## src/rtl/id_ex_operand_stage.sv

```systemverilog
// ID/EX operand capture: register-file addressing, optional writeback bypass (WB_BYPASS_EN),
// load-use hazard detection and the ID/EX pipeline register with a saturating bubble counter.
module id_ex_operand_stage #(
    parameter int DW   = 32,
    parameter int AW   = 5,
    parameter int CNTW = 16
) (
    input  logic            clk,
    input  logic            rst,
    input  logic            id_valid,
    input  logic [DW-1:0]   id_instr,
    input  logic [DW-1:0]   id_pc_plus4,
    output logic [AW-1:0]   rf_rd_addr1,
    output logic [AW-1:0]   rf_rd_addr2,
    input  logic [DW-1:0]   rf_rd_data1,
    input  logic [DW-1:0]   rf_rd_data2,
    input  logic            wb_we,
    input  logic [AW-1:0]   wb_addr,
    input  logic [DW-1:0]   wb_data,
    input  logic            flush,
    input  logic            ex_ready,
    output logic            id_stall,
    output logic            ex_valid,
    output logic [DW-1:0]   ex_rs_data,
    output logic [DW-1:0]   ex_rt_data,
    output logic [DW-1:0]   ex_imm,
    output logic [AW-1:0]   ex_rs,
    output logic [AW-1:0]   ex_rt,
    output logic [AW-1:0]   ex_rd,
    output logic [5:0]      ex_opcode,
    output logic [5:0]      ex_funct,
    output logic            ex_mem_read,
    output logic [DW-1:0]   ex_pc_plus4,
    output logic [CNTW-1:0] stall_cnt
);

    localparam logic [5:0] OP_RTYPE = 6'h00;
    localparam logic [5:0] OP_LW    = 6'h23;
    localparam logic [5:0] OP_SW    = 6'h2B;
    localparam logic [5:0] OP_BEQ   = 6'h04;
    localparam logic [5:0] OP_BNE   = 6'h05;

    logic [5:0]           id_opcode;
    logic [AW-1:0]        id_rs;
    logic [AW-1:0]        id_rt;
    logic [AW-1:0]        id_rd;
    logic [DW-1:0]        id_imm;
    logic                 rt_used;
    logic                 hazard;
    logic                 hold;

    logic [1:0][AW-1:0]   src_addr;
    logic [1:0][DW-1:0]   rf_data;
    logic [1:0]           byp_hit;
    logic [1:0][DW-1:0]   opnd;

    assign id_opcode = id_instr[31:26];
    assign id_rs     = id_instr[25:21];
    assign id_rt     = id_instr[20:16];
    assign id_rd     = id_instr[15:11];
    assign id_imm    = {{(DW-16){id_instr[15]}}, id_instr[15:0]};

    assign rf_rd_addr1 = id_rs;
    assign rf_rd_addr2 = id_rt;

    assign src_addr[0] = id_rs;
    assign src_addr[1] = id_rt;
    assign rf_data[0]  = rf_rd_data1;
    assign rf_data[1]  = rf_rd_data2;

    genvar gi;
    generate
        for (gi = 0; gi < 2; gi++) begin : g_opnd
`ifdef WB_BYPASS_EN
            assign byp_hit[gi] = wb_we && (wb_addr == src_addr[gi]);
`else
            assign byp_hit[gi] = 1'b0;
`endif
            // Register 0 is hard-wired to zero even if writeback targets it.
            assign opnd[gi] = (src_addr[gi] == '0) ? '0 :
                              byp_hit[gi]          ? wb_data : rf_data[gi];
        end
    endgenerate

`ifndef WB_BYPASS_EN
    logic unused_wb;
    assign unused_wb = ^{wb_we, wb_addr, wb_data};
`endif

    assign rt_used = (id_opcode == OP_RTYPE) || (id_opcode == OP_SW) ||
                     (id_opcode == OP_BEQ)   || (id_opcode == OP_BNE);

    assign hazard = ex_valid && ex_mem_read && (ex_rt != '0) && id_valid &&
                    ((ex_rt == id_rs) || (rt_used && (ex_rt == id_rt)));

    assign hold     = ex_valid && !ex_ready;
    assign id_stall = hazard || hold;

    always_ff @(posedge clk) begin
        if (rst) begin
            ex_valid    <= 1'b0;
            ex_rs_data  <= '0;
            ex_rt_data  <= '0;
            ex_imm      <= '0;
            ex_rs       <= '0;
            ex_rt       <= '0;
            ex_rd       <= '0;
            ex_opcode   <= '0;
            ex_funct    <= '0;
            ex_mem_read <= 1'b0;
            ex_pc_plus4 <= '0;
            stall_cnt   <= '0;
        end else if (flush) begin
            ex_valid    <= 1'b0;
            ex_mem_read <= 1'b0;
        end else if (hold) begin
            ex_valid    <= ex_valid;
        end else if (hazard) begin
            // One-cycle bubble; ex_mem_read drops so the hazard clears itself.
            ex_valid    <= 1'b0;
            ex_mem_read <= 1'b0;
            if (stall_cnt != '1)
                stall_cnt <= stall_cnt + 1'b1;
        end else begin
            ex_valid    <= id_valid;
            ex_rs_data  <= opnd[0];
            ex_rt_data  <= opnd[1];
            ex_imm      <= id_imm;
            ex_rs       <= id_rs;
            ex_rt       <= id_rt;
            ex_rd       <= id_rd;
            ex_opcode   <= id_opcode;
            ex_funct    <= id_instr[5:0];
            ex_mem_read <= id_valid && (id_opcode == OP_LW);
            ex_pc_plus4 <= id_pc_plus4;
        end
    end

endmodule

```

## config.mk

```make
export PLATFORM = sky130hd
export DESIGN_NAME = id_ex_operand_stage
export DESIGN_NICKNAME = d
export VERILOG_FILES = /design/src/rtl/id_ex_operand_stage.sv
export SDC_FILE = /design/constraint.sdc
export NUM_CORES = 1
export LEC_CHECK = 0
export CORE_AREA = 2 2 137 139
export CTS_CLUSTER_SIZE = 25
export DETAILED_ROUTE_END_ITERATION = 12
export DIE_AREA = 0 0 139 141
export PLACE_DENSITY_LB_ADDON = 0.3
export SLEW_MARGIN = 20
export SYNTH_ARGS = -nofsm -noshare
export SYNTH_HDL_FRONTEND = slang
export SYNTH_SLANG_ARGS = --single-unit
```

## constraint.sdc

```tcl
create_clock -name clk -period 7 [get_ports clk]
set_input_delay 2.1 -clock clk [delete_from_list [all_inputs] [get_ports clk]]
set_output_delay 2.1 -clock clk [all_outputs]
set_load 0.01 [all_outputs]
```

==> Word level (Yosys, flattened, before mapping) <==
Cells that the tools add are included.
Widths: inputs -> output; s select.
{ "word_totals": {"register_bits": 157, "in_bits": 171, "output_inout_bits": 184, "wordCells": 47} }
{ "classes": {"addsub": 1, "n_eq_ne": 7, "mux": 4, "bitwise": 3, "n_reduce_logical": 20} }
{ "op_table": {"columns": ["cell", "count"], "rows": [
  ["$mux 32", 2],
  ["$add 16x1->16 const B", 1],
  ["$ne 16x16->1 const B", 1],
  ["$eq 6x3->1 const B", 2],
  ["$eq 6x6->1 const B", 2],
  ["$eq 5x5->1", 2],
  ["$logic_not 5->1", 2],
  ["$logic_and 1x1->1", 7],
  ["$logic_not 6->1", 1],
  ["$logic_or 1x1->1", 5],
  ["$reduce_bool 5->1", 1],
  ["$reduce_and 4->1", 1],
  ["$not 1->1", 3],
  ["$reduce_and 3->1", 1],
  ["$mux 1", 2],
  ["$reduce_or 2->1", 1],
  ["$logic_not 1->1", 1]
]} }

==> Logic depth before layout (Yosys ltp) <==
Gate-level depths: netlist of run 1.
{ "depth": {"ltp_word": 9, "mapped_depth": 8, "mapped_depth_nobuf": 6} }

==> Least setup slack after synthesis of run 1 <==
No wires, ideal clock.
{ "synth_timing": {"path_kind": "input port to output port", "startpoint": "in id_instr[28]", "endpoint": "out id_stall", "arrival_ns": 3.325, "t_required_ns": 4.900, "slack_ns": 1.575, "cell_stages": 5, "path_buffers": 1, "path_cell_list": "and4b_1 a22oi_1 or4_1 buf_6 nand3b_1"} }
{ "synth_between": {"elab_chain_len": 8, "elab_cells_between_ends": 11, "classes_between": "eq/ne (3); reduce/logical (8)"} }
{ "synth_lines": {"columns": ["element", "line", "rtl"], "rows": [
  ["start, declared", "11", "input logic [DW-1:0] id_instr,"],
  ["$eq 6x6->1 / $logic_not 6->1 (equally long branches)", "90", "assign rt_used = (id_opcode == OP_RTYPE) || (id_opcode == OP_SW) ||"],
  ["$logic_or 1x1->1 (2 in series)", "90", null],
  ["$logic_or 1x1->1 (*)", "91", "(id_opcode == OP_BEQ) || (id_opcode == OP_BNE);"],
  ["$logic_and 1x1->1 (*)", "94", "((ex_rt == id_rs) || (rt_used && (ex_rt == id_rt)));"],
  ["$logic_or 1x1->1 (*)", "94", null],
  ["$logic_and 1x1->1 (*)", "93", "assign hazard = ex_valid && ex_mem_read && (ex_rt != '0) && id_valid &&"],
  ["$logic_or 1x1->1 (*)", "97", "assign id_stall = hazard || hold;"],
  ["end, declared", "22", "output logic id_stall,"]
]} }
Every way passes the cells marked *; elsewhere a longest branch is shown, timed or not.

==> Final worst setup path of run 1 <==
{ "layout_timing": {"startpoint": "in id_instr[23]", "endpoint": "out id_stall"} }
{ "layout_between": {"elab_chain_len": 4} }
{ "layout_lines": {"columns": ["element", "line"], "rows": [
  ["$eq 5x5->1", "94"],
  ["$logic_or 1x1->1", "94"],
  ["$logic_and 1x1->1", "93"],
  ["$logic_or 1x1->1", "97"]
]} }
No other way between the ends.

==> results of run 1 <==
-- worst min-delay path, cell delays in order, from the launching register on --
cell and delay (ns):
dfxtp_1 0.31, nand2_1 0.05, a21oi_1 0.05
-- cells in the final DEF, fill, tap and decap left out, types with 3 or more instances in the layout --
cell type | Yosys | routed
a2111oi_2 | 4 | 4
a21oi_1 | 66 | 64
a21oi_2 | 1 | 3
buf_4 | 38 | 10
clkbuf_16 | 0 | 17
clkdlybuf4s50_1 | 0 | 315
clkinv_2 | 0 | 5
clkinvlp_4 | 0 | 3
dfxtp_1 | 146 | 146
inv_1 | 3 | 3
inv_6 | 0 | 3
mux2_2 | 5 | 5
nand2_1 | 196 | 196
nand3_1 | 72 | 71
nand3b_1 | 65 | 65
nand4_1 | 7 | 7
nor2_1 | 20 | 20
nor2b_1 | 6 | 6
nor3_1 | 6 | 6
xnor2_1 | 17 | 17
-- cell usage after synthesis (2+ instances only) --
library cell	count	share of area, %
nor3_1	6	0.49
buf_6	2	0.37
dfxtp_1	146	48
nand3_1	72	5.9
nor2b_1	6	0.62
nand2_1	196	12
mux2_2	5	0.93
a21oi_1	66	5.4
xor2_1	2	0.29
clkbuf_1	31	1.9
nand3b_1	65	8.0
buf_2	21	1.7
or4_1	2	0.25
a211oi_1	2	0.25
buf_4	38	4.7
nand2b_1	2	0.21
and3_1	3	0.31
nand4_1	7	0.72
nor2_1	20	1.2
a22oi_1	2	0.25
inv_1	3	0.19
xnor2_1	17	2.4
a2111oi_2	4	0.99
-- metal layers --
layer  global-route usage [%]  vias up  share of wire [%]
met5                        0        -                  0
met1                     23.2     2692                 42
met4                     5.58        0                1.5
met3                     8.19       17                9.0
li1                         -     2911                  -
met2                     32.3      231                 48
-- through the flow --
step           hold WS (ns)  area (sq um)  setup WS, ns
6_report              0.452          9640         0.628
2_1_floorplan         0.481          6080          1.57
5_1_grt               0.468          9640         0.546
3_3_place_gp          0.442          9110         0.625
3_5_place_dp          0.446          9110         0.624
4_1_cts               0.455          9640         0.609
-- worst paths after layout --
check                         end  slack [ns]       startpoint  cells after the start
hold / removal    ex_pc_plus4[28]        0.45  ex_pc_plus4[28]                      2
setup reg to reg   ex_rs_data[21]        3.92         ex_rt[0]                      8
setup / recovery         id_stall        0.63     id_instr[23]                      6
hold reg to reg   ex_pc_plus4[28]        0.45  ex_pc_plus4[28]                      2
-- area by class of cell --
type	count	area [sq um]	share of cell area, %
timing repair buffer	326	3250	33.7
clock buffer	18	439	4.56
inverter	3	11.3	0.117
sequential	146	2920	30.3
clock inverter	12	82.6	0.857
tap	234	293	3.04
multi-input combinational	491	2640	27.4
-- cell families (layout without fill, tap and decap cells) --
group / after synthesis / after routing / synth area share (%)
AND/OR/NAND/NOR: 384 / 384 / 30.6
flip-flops: 146 / 146 / 48.1
buffers and inverters: 95 / 359 / 8.89
AO/OA/AOI/OAI: 81 / 81 / 8.40
XOR/XNOR: 19 / 19 / 2.74
multiplexers: 6 / 6 / 1.09
adder cells (fa/ha/maj): 1 / 1 / 0.206
-- power by group through the flow --
stage	Combinational [uW]	Clock [uW]	Sequential (uW)
6_report	344	824	902
5_1_grt	371	884	907
4_1_cts	349	845	902
3_5_place_dp	348	0	920
3_3_place_gp	347	0	918
2_1_floorplan	121	0	939
-- sequential cells by signal, summed over array words and instances, names as in the netlist --
name         cells
ex_imm          16
ex_mem_read      1
ex_opcode        6
ex_pc_plus4     32
ex_rs            5
ex_rs_data      32
ex_rt            5
ex_rt_data      32
ex_valid         1
stall_cnt       16
==> results.cfg, run 1 <==
[outcome]
status = finished clean

[timing]
worst_clock_skew_ns = 0.0157
setup_violations = 0
finalCriticalPeriod_ns = 6.37
fmax_mhz = 157
tns_ns = 0
hold_violations = 0
worst_pin_slew_ns = 0.975
relSlewSlack_pct = 35.0
fin_crit_sh_pct = 91.0
finalMaxSlewViolations = 0
rsz0062_at_grt = no

[yosys]
synth_cell_type_count = 37
synth_area_sq_mm = 0.00608
yosysWarningCount = 0
synth-main-ff-cell = dfxtp_1
synth-seq-area-share_pct = 48.1
avgSynthCellArea_sq_um = 8.30
syn_nets = 904
synth_edf_count = 0
ys_seq_elements = 146
synthArstFlopShare_pct = 0
syn-instance-count = 732

[floorplanning]
start_util_pct = 33.3
design.core.area_sq_mm = 0.0183
fp.dieH_microns = 141
pin_count = 355
dieWidth_microns = 139
die-area_sq_mm = 0.0196
rows = 50

[cts]
postCtsSetupRepairBufs = 0
clk_latency_ns = 0.42
numCtsBuffers = 17
clk_path_buf_depth = 2
hold_buffers = 0
clock-sinks = 146
cts-root-buf = clkbuf_16
cts.clk_slew.worst_paths_ns = 0.06
tritoncts = built
htree_levels = 4
cts-resized-gates = 0

[setup_path]
critPathRequiredTime_ns = 4.90
critPathMaxFanout = 13
crit_path_cell_trace = clkdlybuf4s50_1, xnor2_1, nand3_1, or4_4, nand3b_1, clkdlybuf4s50_1
cp_slowest_cell = clkdlybuf4s50_1
crit_type = in -> out
cp_common_cell = clkdlybuf4s50_1
arrival_ns = 4.27
crit_family = buffers and inverters
crit_buf_inv = 2
crit_path_end_kind = primary output
start_kind = primary input
slowest_delay_ns = 0.58

[drt]
drtAntennaViolNets = 0
drc = 0
viasPerCell = 4.76
wl_per_cell_microns = 16.0
drt_iter0_markers = 247
first_pass_iters = 4
wirelength_mm = 19.7
vias = 5851

[power_and_ir_drop]
p_sw_share_pct = 26.1
max-vdd-ir-drop_uv = 151
clockPowerShare_pct = 39.8
intPower_uw = 1530
power.density_mw_per_mm2 = 215
p_seq_share_pct = 43.5
pwr-share-comb_pct = 16.6
cellLeakagePower_uw = 0.00372
power.switching_uw = 541
p_total_uw = 2070

[placement]
numPortBuffers = 316
finalWeightedCongestion = 0.784
placed_cells = 1200
dp_hpwl_mm = 13.4

[job]
drv_cap = 0

[min_path]
min_path_type = reg -> reg

[grt]
grt_pass1_vias = 5581
grt_max_degree = 91
grt_pass1_wl_mm = 30.6
antenna_found_initial = 0
track_usage_pct = 19.5
grt-ovfl-total = 0

[cells_and_area]
nFillCells = 1760
syn_to_final_growth_pct = 58.5
fin_util_pct = 52.8
fin_cells = 1230
nets = 1157
n_antenna_cell = 0
drive_gt1_share_pct = 5.82
(Power assumes the default switching activity.)
==> inputs of run 2 (changes only) <==
--- a/config.mk
+++ b/config.mk
@@ -6,6 +6,7 @@
 export NUM_CORES = 1
 export LEC_CHECK = 0
 export CORE_AREA = 2 2 137 139
+export CTS_BUF_LIST = sky130_fd_sc_hd__clkbuf_8 sky130_fd_sc_hd__clkbuf_16
 export CTS_CLUSTER_SIZE = 25
 export DETAILED_ROUTE_END_ITERATION = 12
 export DIE_AREA = 0 0 139 141
==> results of run 2 <==
Same layout as run 1: the final DEF is identical, and so are final timing and power.
